### config.mk
export PLATFORM = sky130hd
export DESIGN_NAME = pc_ctrl
export DESIGN_NICKNAME = d
export VERILOG_FILES = /design/src/rtl/pc_ctrl_pkg.sv /design/src/rtl/pc_next.sv /design/src/rtl/pc_ctrl.sv
export SDC_FILE = /design/constraint.sdc
export NUM_CORES = 1
export LEC_CHECK = 0
export CAP_MARGIN = 5
export CORE_MARGIN = 2
export CORE_UTILIZATION = 44
export CTS_CLUSTER_SIZE = 28
export DETAILED_ROUTE_END_ITERATION = 10
export PLACE_DENSITY = 0.81
export SETUP_SLACK_MARGIN = 0.1
export SYNTH_ARGS = -nofsm -noshare
export SYNTH_HDL_FRONTEND = slang
export SYNTH_SLANG_ARGS = --single-unit
### constraint.sdc
create_clock -name clk -period 2.6 [get_ports clk]
set_input_delay 0.39 -clock clk [delete_from_list [all_inputs] [get_ports clk]]
set_output_delay 0.39 -clock clk [all_outputs]
set_load 0.02 [all_outputs]
### src/rtl/pc_ctrl_pkg.sv
// rtl/pc_ctrl_pkg.sv - shared state encoding and constants for the program counter controller
package pc_ctrl_pkg;

  typedef enum logic [1:0] {
    ST_IDLE  = 2'd0,
    ST_FETCH = 2'd1,
    ST_EXEC  = 2'd2
  } pc_state_t;

  localparam logic [31:0] PC_STEP          = 32'd4;
  localparam logic [31:0] DEF_RESET_VECTOR = 32'h0000_0000;
  localparam logic [31:0] DEF_TRAP_VECTOR  = 32'h0000_0100;

endpackage

### src/rtl/pc_next.sv
// rtl/pc_next.sv - next-PC selection (jump > branch > sequential) with target alignment check
module pc_next
  import pc_ctrl_pkg::*;
#(
  parameter logic [31:0] TRAP_VECTOR = DEF_TRAP_VECTOR
) (
  input  logic [31:0] pc,
  input  logic        jump,
  input  logic [31:0] jump_target,
  input  logic        branch_taken,
  input  logic [31:0] branch_target,
  output logic [31:0] next_pc,
  output logic        misaligned
);

  logic [31:0] target;
  logic        redirect;

  always_comb begin
    target   = pc + PC_STEP;
    redirect = 1'b0;
    if (jump) begin
      target   = jump_target;
      redirect = 1'b1;
    end else if (branch_taken) begin
      target   = branch_target;
      redirect = 1'b1;
    end
    // Sequential steps are always aligned; only redirected targets can trap.
    misaligned = redirect && (target[1:0] != 2'b00);
    next_pc    = misaligned ? TRAP_VECTOR : target;
  end

endmodule

### src/rtl/pc_ctrl.sv
// rtl/pc_ctrl.sv - fetch/execute sequencer owning the PC register and retired-instruction counter
module pc_ctrl
  import pc_ctrl_pkg::*;
#(
  parameter logic [31:0] RESET_VECTOR = DEF_RESET_VECTOR,
  parameter logic [31:0] TRAP_VECTOR  = DEF_TRAP_VECTOR
) (
  input  logic        clk,
  input  logic        rst_n,
  input  logic        stall,
  output logic        imem_req,
  output logic [31:0] imem_addr,
  input  logic        imem_ack,
  output logic        instr_valid,
  input  logic        exec_done,
  input  logic        branch_taken,
  input  logic [31:0] branch_target,
  input  logic        jump,
  input  logic [31:0] jump_target,
  output logic [31:0] pc_output,
  output logic        misalign_trap,
  output logic [31:0] retired_count
);

  pc_state_t   state, state_nxt;
  logic [31:0] pc_q, cnt_q, next_pc;
  logic        misaligned, retire, trap_q;

  pc_next #(.TRAP_VECTOR(TRAP_VECTOR)) u_pc_next (
    .pc            (pc_q),
    .jump          (jump),
    .jump_target   (jump_target),
    .branch_taken  (branch_taken),
    .branch_target (branch_target),
    .next_pc       (next_pc),
    .misaligned    (misaligned)
  );

  always_ff @(posedge clk) begin
    if (!rst_n) begin
      state  <= ST_IDLE;
      pc_q   <= RESET_VECTOR;
      cnt_q  <= 32'd0;
      trap_q <= 1'b0;
    end else begin
      state  <= state_nxt;
      trap_q <= retire && misaligned;
      if (retire) begin
        pc_q  <= next_pc;
        cnt_q <= cnt_q + 32'd1;
      end
    end
  end

  always_comb begin
    state_nxt   = state;
    imem_req    = 1'b0;
    instr_valid = 1'b0;
    retire      = 1'b0;
    case (state)
      ST_IDLE:  state_nxt = ST_FETCH;
      ST_FETCH: begin
        // The request is held through stall; stall only gates completion in EXEC.
        imem_req = 1'b1;
        if (imem_ack) state_nxt = ST_EXEC;
      end
      ST_EXEC: begin
        instr_valid = 1'b1;
        retire      = exec_done && !stall;
        if (retire) state_nxt = ST_FETCH;
      end
      default:  state_nxt = ST_IDLE;
    endcase
  end

  assign imem_addr     = pc_q;
  assign pc_output     = pc_q;
  assign retired_count = cnt_q;
  assign misalign_trap = trap_q;

endmodule

# After elaboration in Yosys (flattened, before gate mapping)
# Index checks and enable logic that the tools add are counted.
# op_classes
add_sub_neg,2
n_eq_ne,4
n_mux,11
reduce_logical,7
# op_table
operator,n
32-bit two-way mux,3
"32-bit by 1-bit adder with 32-bit output, second input constant",1
"32-bit by 3-bit adder with 32-bit output, second input constant",1
2-bit one-hot mux with 3 select lines,1
1-bit two-way mux,5
2-bit two-way mux,2
"2-bit != test, second input constant",2
1-bit logical AND,3
"2-bit by 1-bit == test with 1-bit output, second input constant",1
"2-bit == test, second input constant",1
2-bit logical NOT,1
2-bit AND reduction,1
2-bit nonzero test,1
1-bit logical NOT,1
# word_totals
in_bits,71
wordCells,28
reg_bits,67

# Depth between registers and ports, before layout
# depth
ltp_word,6
ltp_mapped,7

# Cells and area by module
# A second synthesis with hierarchy kept.
# hier_totals
hier_cells,567
area_unflattened_um2,4388.0
# by_module_without_submodules
mod,cells_per_inst,seq_area_each_um2,area_each_um2,n_inst
pc_ctrl,366,1341.3,3035.4,1
pc_next,201,0.0,1352.5,1

# Worst setup path after synthesis
# No wires, ideal clock.
# synth_timing
path_type,register -> register
startpoint,"reg pc_q[2], in the netlist imem_addr[2]"
endpoint,"reg pc_q[18], in the netlist imem_addr[18]"
required_time_ns,2.530
path_buffers,0
arrival_ns,1.970
path_stages_with_launch,7
setup_ns,0.070
slack_ns,0.559
cell_sequence,dfxtp_1 -> ha_1 -> nand4_1 -> or3_1 -> or3_1 -> a31oi_1 -> o2bb2ai_1
# synth_between
elab_chain_cells,4
# synth_lines
element,line,source
"start, declared",pc_ctrl.sv:26,"logic [31:0] pc_q, cnt_q, next_pc;"
"start signal, assigned",pc_ctrl.sv:49,pc_q <= next_pc;
32-bit by 3-bit adder with 32-bit output,pc_next.sv:20,target = pc + PC_STEP;
32-bit two-way mux,pc_next.sv:25,end else if (branch_taken) begin
32-bit two-way mux,pc_next.sv:22,if (jump) begin
32-bit two-way mux,pc_next.sv:31,next_pc = misaligned ? TRAP_VECTOR : target;
# No other way between the ends.
# A chain may end at the register's enable or synchronous reset.

# Final worst setup path
# layout_timing
startpoint,in stall
endpoint,"reg pc_q[26], in the netlist imem_addr[26]"
# layout_between
elab_chain_cells,3
# layout_lines
element,line,source
"start, declared",pc_ctrl.sv:10,"input logic stall,"
1-bit logical NOT,pc_ctrl.sv:69,retire = exec_done && !stall;
1-bit logical AND,pc_ctrl.sv:69,
1-bit two-way mux,pc_ctrl.sv:60,case (state)
# No other way between the ends.

==> reports/results.txt <==
fin nets - 743
worst hold path class - reg -> reg
CP Class - in -> reg
core area - 9196 sq um
die width - 101.1 um
area grow syn2layout - 45.82%
via count of the first global-routing pass - 4258
Max Cap Viol - 0
initial antenna violation count - 0
io pins - 170
Antenna Cells - 0
port bufs - 169
Clock Sink Count - 67
synthesized area - 4145 sq um
gr ovfl total - 0
sequential power share - 46.6%
DR DRC count - 0
worst r2r src - imem_addr[3]
Pleak - 2.128 nW
Fmax - 0.4586 GHz
Max-Slew Margin vs Limit - 38.52%
maximum fanout along the worst path - 9
CP arrival - 2.48 ns
setup violators final - 0
PwrDens - 369.6 nW/um^2
CTS hold repair buffers - 0
Vias per Instance - 5.864
Setup TNS - 0 ns
die area - 10210 sq um
Worst setup SP type - input pin
crit path from - stall
Post-synth EDFFs - 0
commonest non-fill, non-tap cell in the layout - clkdlybuf4s50_1
cell count after synthesis - 523
Root Buffer Master - clkbuf_8
max-slew violations - 0
flops & latches, synth - 67
post-synthesis area per instance - 7.926 sq um
Worst Path Required - 2.90 ns
WL/cell - 17.76 um
Synth async-reset ratio - 0%
Final Hold Viols - 0
CP Capture Type - flip-flop
TritonCTS buffer count - 9
Max Buffers Root-to-Sink - 2
floorplan row count - 35
Tightest Pin Transition - 0.9189 ns
Synth cell types - 66
CTS H-tree lvls - 3
RSZ-0062 raised after global routing - false
router iterations before antenna repair - 5
routability cong. - 0.9633
Worst-Skew Late Latency - 0.36 ns
commonest cells after routing, fill and taps aside - clkdlybuf4s50_1 (169), dfxtp_1 (67), nand2_1 (51)
DRT Wirelength - 13.96 mm
setup bufs post-CTS - 0
Final Skew - 0.01165 ns
R2R setup slack - 0.46 ns
combinational share of power - 13.2%
VDD IR max - 0.3184 mV
first-pass GRT wire length - 21.45 mm
YS warnings - 0
end of the critical path - imem_addr[26]
sw frac - 26.57%
min cycle time layout - 2.180 ns
Synth Flop Type - dfxtp_1
Clk network pwr share - 40.2%
internal power - 1.640 mW
FF-to-FF End - imem_addr[18]
FF-to-FF path depth - 6
clock-pin slew on the worst setup and hold paths - 0.08 ns
layout cells sized above 1 - 9.185%
post_cts resized - 0
Initial Util - 45.07%
sequential fraction of the synthesis area - 32.36%
Switch Pwr - 0.5937 mW
GRT Overall Usage - 26.45%
Syn Nets - 596
antenna-violating nets left - 0
Die Y-Extent - 101.1 um
period utilisation layout - 83.86%
status - completed
largest net degree at the start of global routing - 30
CTS tree - yes
vias - 4609
initial DRC count - 328
Power, Total - 2.234 mW
HPWL Detailed - 10.25 mm
## worst max-delay path, stage by stage
cell and delay (ns):
clkdlybuf4s50_1 0.49, nand4bb_1 0.43, nor2_1 0.35, nand2_1 0.34
o31ai_1 0.32, a22o_1 0.15
## registers in the layout, summed over array words and instances (netlist names)
name	cells
state	2
misalign_trap	1
imem_addr	32
retired_count	32
## metal layers
| layer | GRT usage (%) | vias to the layer above | part of all wire (%) |
|---|---|---|---|
| met5 | 0 | - | 0 |
| met4 | 10.29 | 0 | 2.7 |
| met1 | 35.93 | 2166 | 44 |
| met3 | 3.606 | 30 | 7.0 |
| li1 | - | 2201 | - |
| met2 | 42.49 | 212 | 47 |
## per-stage QoR
step / cells / worst slack [ns] / utilization (%) / cell area (sq um) / hold slack, ns
global placement: 770 / 0.2481 / 63.56 / 5846 / 0.4827
global route: 786 / 0.3101 / 65.73 / 6045 / 0.5412
CTS: 786 / 0.4855 / 65.73 / 6045 / 0.5142
floorplan: 523 / 0.5594 / - / 4145 / 0.5112
detailed placement: 770 / 0.1439 / 63.56 / 5846 / 0.5021
finish: 786 / 0.4197 / 65.73 / 6045 / 0.5152
## worst min-delay path by stage
stage                                 start                 to  slack [ns]  depth (start not counted)
final                          imem_addr[0]       imem_addr[0]        0.52                          2
after global routing      retired_count[31]  retired_count[31]        0.54                          2
after CTS                 retired_count[31]  retired_count[31]        0.51                          2
after detailed placement  retired_count[31]  retired_count[31]        0.50                          2
after global placement    retired_count[31]  retired_count[31]        0.48                          2
after floorplan                    state[0]           state[1]        0.51                          2
## power groups by stage
stage / sequential (mW) / combinational (mW) / clock (mW)
2_1_floorplan: 1.07 / 0.112 / 0
3_3_place_gp: 1.06 / 0.286 / 0
3_5_place_dp: 1.06 / 0.288 / 0
4_1_cts: 1.04 / 0.291 / 0.908
5_1_grt: 1.04 / 0.312 / 0.945
6_report: 1.04 / 0.294 / 0.899
## area by class of cell
class	count	area [sq um]
Multi-Input combinational cell	387	2434
Sequential cell	67	1341
Clock buffer	9	123.9
Fill cell	769	3152
Clock inverter	7	75.07
Inverter	8	30.03
Tap cell	111	138.9
Timing Repair Buffer	197	1902
## synthesized netlist by cell type (all sizes together) (4+ instances only)
library cell  instances  area [sq um]
dfxtp                67          1341
nand2                51         191.4
nor2                 46         172.7
buf                  38         267.8
o21ai                32         160.1
xor2                 28         245.2
nand4                26         168.9
nand3                25         142.6
a21oi                23         115.1
clkbuf               23         87.58
and3                 11         68.82
o22ai                11         68.82
and4                 10         88.84
nor3                 10         50.05
nor4                  9         75.08
mux2i                 8         80.08
inv                   7         26.27
o21a                  7         52.55
or3                   7         43.79
xnor2                 6         52.55
a211oi                5         37.54
nor2b                 5         31.28
o22a                  5         43.79
o31ai                 5         37.54
a22o                  4         35.03
a31o                  4         35.03
a31oi                 4         25.02
or4                   4         37.53
## cell families (layout without fill, tap and decap cells)
kind of cell	Yosys count	count (layout)	share of synthesized area (%)
multiplexers	9	9	2.203
AO/OA/AOI/OAI	127	127	20.43
flip-flops	67	67	32.36
buffers and inverters	69	221	9.296
AND/OR/NAND/NOR	215	215	27.92
adder cells (fa/ha/maj)	2	2	0.6036
XOR/XNOR	34	34	7.184
No activity file was read; power rests on OpenSTA's default activity.
